**src/rtl/sync_edge_qualifier.sv**
```systemverilog
// Debounces a synchronized level: a change is accepted only after it has held for
// STABLE_CYCLES consecutive samples, then emits edge pulses and counts rising events.
module sync_edge_qualifier #(
  parameter int STABLE_CYCLES = 4,
  parameter int CNT_W         = 8
) (
  input  logic             clk_dest,
  input  logic             rst_n,
  input  logic             sync_in,
  input  logic             cnt_clr,
  output logic             level_out,
  output logic             rise_pulse,
  output logic             fall_pulse,
  output logic [CNT_W-1:0] event_cnt,
  output logic             cnt_sat
);

  typedef enum logic [1:0] {
    S_LOW,
    S_QUAL_H,
    S_HIGH,
    S_QUAL_L
  } state_e;

  localparam logic [7:0]       QualCnt = 8'(STABLE_CYCLES - 1);
  localparam logic [CNT_W-1:0] CntMax  = '1;

  state_e           state_q, state_d;
  logic [7:0]       stab_q, stab_d;
  logic             level_q, level_d;
  logic             rise_q, rise_d;
  logic             fall_q, fall_d;
  logic [CNT_W-1:0] cnt_q, cnt_d;
  logic             sat_q, sat_d;

  // A reversal is checked before qualification, so a change undone on the
  // sample that would have qualified it is still rejected.
  always_comb begin
    state_d = state_q;
    stab_d  = stab_q;
    level_d = level_q;
    rise_d  = 1'b0;
    fall_d  = 1'b0;
    unique case (state_q)
      S_LOW: begin
        if (sync_in) begin
          state_d = S_QUAL_H;
          stab_d  = 8'd1;
        end
      end
      S_QUAL_H: begin
        if (!sync_in) begin
          state_d = S_LOW;
          stab_d  = 8'd0;
        end else if (stab_q == QualCnt) begin
          state_d = S_HIGH;
          stab_d  = 8'd0;
          level_d = 1'b1;
          rise_d  = 1'b1;
        end else begin
          stab_d = stab_q + 8'd1;
        end
      end
      S_HIGH: begin
        if (!sync_in) begin
          state_d = S_QUAL_L;
          stab_d  = 8'd1;
        end
      end
      S_QUAL_L: begin
        if (sync_in) begin
          state_d = S_HIGH;
          stab_d  = 8'd0;
        end else if (stab_q == QualCnt) begin
          state_d = S_LOW;
          stab_d  = 8'd0;
          level_d = 1'b0;
          fall_d  = 1'b1;
        end else begin
          stab_d = stab_q + 8'd1;
        end
      end
      default: begin
        state_d = S_LOW;
        stab_d  = 8'd0;
        level_d = 1'b0;
      end
    endcase
  end

  // A clear coinciding with a qualified rise keeps that rise as the first event.
  always_comb begin
    cnt_d = cnt_q;
    sat_d = sat_q;
    if (cnt_clr) begin
      cnt_d = rise_d ? CNT_W'(1) : '0;
      sat_d = 1'b0;
    end else if (rise_d) begin
      if (cnt_q == CntMax) begin
        sat_d = 1'b1;
      end else begin
        cnt_d = cnt_q + CNT_W'(1);
      end
    end
  end

  always_ff @(posedge clk_dest or negedge rst_n) begin
    if (!rst_n) begin
      state_q <= S_LOW;
      stab_q  <= 8'd0;
      level_q <= 1'b0;
      rise_q  <= 1'b0;
      fall_q  <= 1'b0;
      cnt_q   <= '0;
      sat_q   <= 1'b0;
    end else begin
      state_q <= state_d;
      stab_q  <= stab_d;
      level_q <= level_d;
      rise_q  <= rise_d;
      fall_q  <= fall_d;
      cnt_q   <= cnt_d;
      sat_q   <= sat_d;
    end
  end

  assign level_out  = level_q;
  assign rise_pulse = rise_q;
  assign fall_pulse = fall_q;
  assign event_cnt  = cnt_q;
  assign cnt_sat    = sat_q;

endmodule

```
**config.mk**
```make
export PLATFORM = sky130hd
export DESIGN_NAME = sync_edge_qualifier
export DESIGN_NICKNAME = d
export VERILOG_FILES = /design/src/rtl/sync_edge_qualifier.sv
export SDC_FILE = /design/constraint.sdc
export NUM_CORES = 1
export LEC_CHECK = 0
export BUFFER_PORTS_ARGS = -buffer_cell sky130_fd_sc_hd__buf_2
export CAP_MARGIN = 20
export CORE_MARGIN = 2
export CORE_UTILIZATION = 59
export CTS_CLUSTER_SIZE = 14
export DETAILED_ROUTE_END_ITERATION = 7
export MAX_ROUTING_LAYER = met4
export PLACE_DENSITY = 0.89
export SYNTH_ARGS = -nofsm -noshare
export SYNTH_HDL_FRONTEND = slang
export SYNTH_SLANG_ARGS = --single-unit
export TNS_END_PERCENT = 100
```
**constraint.sdc**
```tcl
create_clock -name clk_dest -period 6.4 [get_ports clk_dest]
set_clock_uncertainty 0.15 [all_clocks]
set_input_delay 1.92 -clock clk_dest [delete_from_list [all_inputs] [get_ports clk_dest]]
set_output_delay 1.92 -clock clk_dest [all_outputs]
set_load 0.005 [all_outputs]
```
======== Yosys cells after proc, flatten, opt, wreduce, memory -nomap -nowiden ========
Cells that the tools add are included.
cells by class
  order comparisons ....................... 0
  $add $sub $neg .......................... 2
  reduce and logical (&&, ||, !) cells .... 9
  mux-type cells .......................... 30
  $mul .................................... 0
  bitwise gates (word level) .............. 0
  divide/modulo/power cells ............... 0
  shift-type cells ........................ 0
  equal/unequal tests ..................... 14
operators with widths
  cell                   number
  $mux W8                8
  $pmux W8 S4            1
  $add A8 B1 Y8 const B  2
  $ne A2 B2 Y1 const B   7
  $mux W1                13
  $mux W2                6
  $eq A8 B2 Y1 const B   1
  $eq A8 B8 Y1 const B   1
  $pmux W2 S4            1
  $ne A3 B3 Y1 const B   2
  $reduce_and A2 Y1      3
  $reduce_bool A2 Y1     3
  $reduce_and A5 Y1      1
  $eq A2 B2 Y1 const B   2
  $reduce_and A4 Y1      1
  $eq A2 B1 Y1 const B   1
  $logic_not A2 Y1       1
  $pmux W1 S2            1
storage, ports and cells
  memories ................................ 0
  ROM bits ................................ 0
  logic and storage cells ................. 62
  bits in registers ....................... 22
  input port bits ......................... 4
  memory bits (writable) .................. 0
  latch bits .............................. 0

======== Depth between registers and ports, before layout ========
  depth in word-level cells ............... 6
  mapped depth ............................ 8
  mapped depth without buffers ............ 6

======== Least setup slack after synthesis ========
No wires, ideal clock.
  kind .................................... input port to flip-flop
  from .................................... input port sync_in
  to ...................................... register cnt_q[5] (netlist: event_cnt[5])
  required time ........................... 6.125 ns
  stages .................................. 5
  path slack .............................. 2.925 ns
  arrival time ............................ 3.200 ns
  setup time .............................. 0.125 ns
  cells stage by stage .................... inv_1 or4_1 buf_2 nor4_1 mux2_2
between the ends
  longest elaborated chain between the ends .. 4
RTL lines
  item                                 RTL line  source
  start, declared                      9         input logic sync_in,
  $mux W1                              52        if (!sync_in) begin
  $mux W1                              44        unique case (state_q)
  $reduce_bool A2 Y1 (no source line)  n/a
  $reduce_and A2 Y1 (no source line)   n/a
  end signal, assigned                 122       cnt_q <= cnt_d;
  end, declared                        33        logic [CNT_W-1:0] cnt_q, cnt_d;
Every way passes these cells.
A chain may end at the register's enable or synchronous reset.

======== Worst setup path after layout ========
  from .................................... input port sync_in
  to ...................................... register cnt_q[7] (netlist: event_cnt[7])
Same word-level chain as after synthesis.

==> results.yml <==
route:
  remaining_drc_errors: 0
  wl_met3_um: 95
  routed_wl_mm: 2.18
  drtPass1Iterations: 4
  wire_per_inst_um: 13.7
  vias: 966
  first_iter_violations: 29
  drtAntennaViolNets: 0
  wl_met1_um: 962
  wl_met2_mm: 1.08
  highest-signal-layer: "met4"
  detail_route.vias_per_cell: 6.08
timing:
  fin_crit_sh_pct: 55.3
  rsz0062_at_grt: "false"
  final.min_clock_period_ps: 3540
  worst-slew-pin-transition_ps: 963
  relSlewSlack_pct: 35.3
  hold_slack_ps: 364
  tns_ps: 0
  finalSetupViolCount: 0
  drv_slew: 0
  hold_violations: 0
  fmax_ghz: 0.283
setup_path:
  reg2reg_depth: 5
  rr_startpoint: "stab_q[0]$_DFFE_PN0P_"
  required_ps: 6450
  worst-setup-path-type: "in -> reg"
  path_max_fanout: 15
  cp-end-kind: "flop"
  r2r_end: "event_cnt[7]$_DFFE_PN0P_"
  reg2reg_slack_ps: 3420
  crit_arrival_ps: 3590
  worst_setup_path_start_kind: "input pin"
yosys:
  ys_seq_area_share_pct: 48.5
  yosysWarnings: 0
  syn_area_per_cell_sq_um: 9.62
  syn_area_sq_um: 1130
  syn_inst: 118
  ys_ff_latch: 22
  synth_cell_types: 35
  syn_nets: 124
clock_tree:
  post-cts-setup-buffers: 0
  clk_latency_ps: 310
  ctsHoldBuffers: 0
  ctsResizeCount: 0
  clockBufferDepth: 2
  cts_tree: "built"
  cts_root_buffer: "clkbuf_4"
  cts_sinks: 22
  clkTransAtPathRegs_ps: 120
  htreeDepth: 1
  cts_made_buffers: 3
final_layout:
  layout-drive-gt1-share_pct: 19.4
  fin_nets: 141
  final_common_cell: "dfrtp_1"
  layout_common_cells: "22 x dfrtp_1, 15 x buf_2, 10 x a21oi_1"
  area_growth_syn_to_layout_pct: 11.4
  diodes: 0
die:
  die_w_um: 47.9
  dieArea_sq_um: 2290
  die_height_um: 47.9
  start_util_pct: 64.3
  rows: 15
  core_sq_um: 1760
  ios: 16
global_routing:
  grt_overflow_total: 0
  grt_max_degree: 23
  grt_pass1_wl_mm: 3.42
  grt_pass1_vias: 790
  grtUsageTotal_pct: 22.5
  grt_antenna_before_repair: 0
place:
  gp_congestion: 0.822
  dp_hpwl_mm: 1.54
  io_buffers: 15
worst_hold_path:
  hold_end: "cnt_sat$_DFFE_PN0P_"
  min_delay_path_depth: 2
  hp-class: "reg -> reg"
  holdCritStartpoint: "cnt_sat$_DFFE_PN0P_"
pwr:
  finalPower_uw: 354
  p_leak_uw: 0.000556
  power_density_nw_per_um2: 280
  ir_worst_vdd_mv: 0.222
run:
  cap_viol_max_count: 0
run_status:
  status: "completed"
==> critical path: stages <==
cell and delay [ps]:
buf_2 130, inv_1 60, or4_1 720, nor4_1 380, mux2_2 370
==> cell usage after synthesis <==
cell type	n	area, sq um
dfrtp_1	22	551
a21oi_1	10	50.1
o21ai_0	9	45.0
inv_1	8	30.0
nand2_1	7	26.3
nor2_1	6	22.5
nand3_1	5	25.0
or3_1	4	25.0
buf_2	3	15.0
mux2_2	3	33.8
nor2b_1	3	18.8
nor3_1	3	15.0
or4_1	3	22.5
a31oi_1	2	12.5
ha_1	2	25.0
nand2b_1	2	12.5
nand4_1	2	12.5
nor4_1	2	12.5
o311ai_0	2	17.5
o31ai_1	2	15.0
o41ai_1	2	17.5
or2_2	2	12.5
xor2_1	2	17.5
a22o_1	1	8.76
a41oi_1	1	8.76
and3_1	1	6.26
and4_1	1	8.76
clkbuf_1	1	3.75
nor3b_1	1	7.51
o2111ai_1	1	8.76
o21a_1	1	7.51
o21bai_1	1	7.51
o311a_1	1	10.0
or4_4	1	11.3
or4bb_1	1	11.3
==> where the power goes <==
part / switching [uW] / leakage [uW] / internal (uW)
Combinational: 54.9 / 0.000241 / 40.3
Clock: 41.6 / 0.0000210 / 34.7
Sequential: 27.1 / 0.000294 / 156
Total: 124 / 0.000556 / 231
==> registers in the layout, indices dropped and copies added (netlist names), named ones only <==
signal / cells
cnt_sat: 1
state_q: 1
fall_pulse: 1
rise_pulse: 1
level_out: 1
stab_q: 8
event_cnt: 8
==> final cells by class <==
cell class | instances | area (sq um)
flip-flops and latches | 22 | 551
multi-input cells | 84 | 536
fillers | 149 | 500
repair buffers | 16 | 80.1
clock buffers | 4 | 36.3
well taps | 25 | 31.3
inverters | 8 | 30.0
==> routing by layer <==
layer	track usage, %	vias up
li1	-	472
met1	24.5	460
met2	39.5	28
met3	4.91	6
met4	9.19	0
met5	-	-
==> worst max-delay path by stage <==
stage	slack [ps]	depth (start not counted)	to	from
global placement	2610	5	event_cnt[7]$_DFFE_PN0P_	sync_in
detailed placement	2540	5	event_cnt[5]$_DFFE_PN0P_	sync_in
floorplan	2920	5	event_cnt[5]$_DFFE_PN0P_	sync_in
finish	2860	5	event_cnt[7]$_DFFE_PN0P_	sync_in
CTS	2870	5	event_cnt[5]$_DFFE_PN0P_	sync_in
global route	2810	5	event_cnt[5]$_DFFE_PN0P_	sync_in
==> cell families after synthesis <==
logic type / after synthesis / share of synthesized area (%)
and+or+nand+nor: 44 / 22.0
AOI/OAI and AO/OA: 33 / 18.4
DFF: 22 / 48.5
buffers and inverters: 12 / 4.30
muxes: 3 / 2.98
xor gates and xnor gates: 2 / 1.54
adders and majority gates: 2 / 2.20
==> metrics by stage <==
stage | utilization (%) | cell area, sq um | instances | setup slack [ps]
floorplan | - | 1130 | 118 | 2920
global placement | 69.3 | 1220 | 154 | 2610
detailed placement | 69.3 | 1220 | 154 | 2540
CTS | 71.3 | 1260 | 158 | 2870
global route | 71.6 | 1260 | 159 | 2810
finish | 71.6 | 1260 | 159 | 2860
Power figures use the tool's default switching activity.
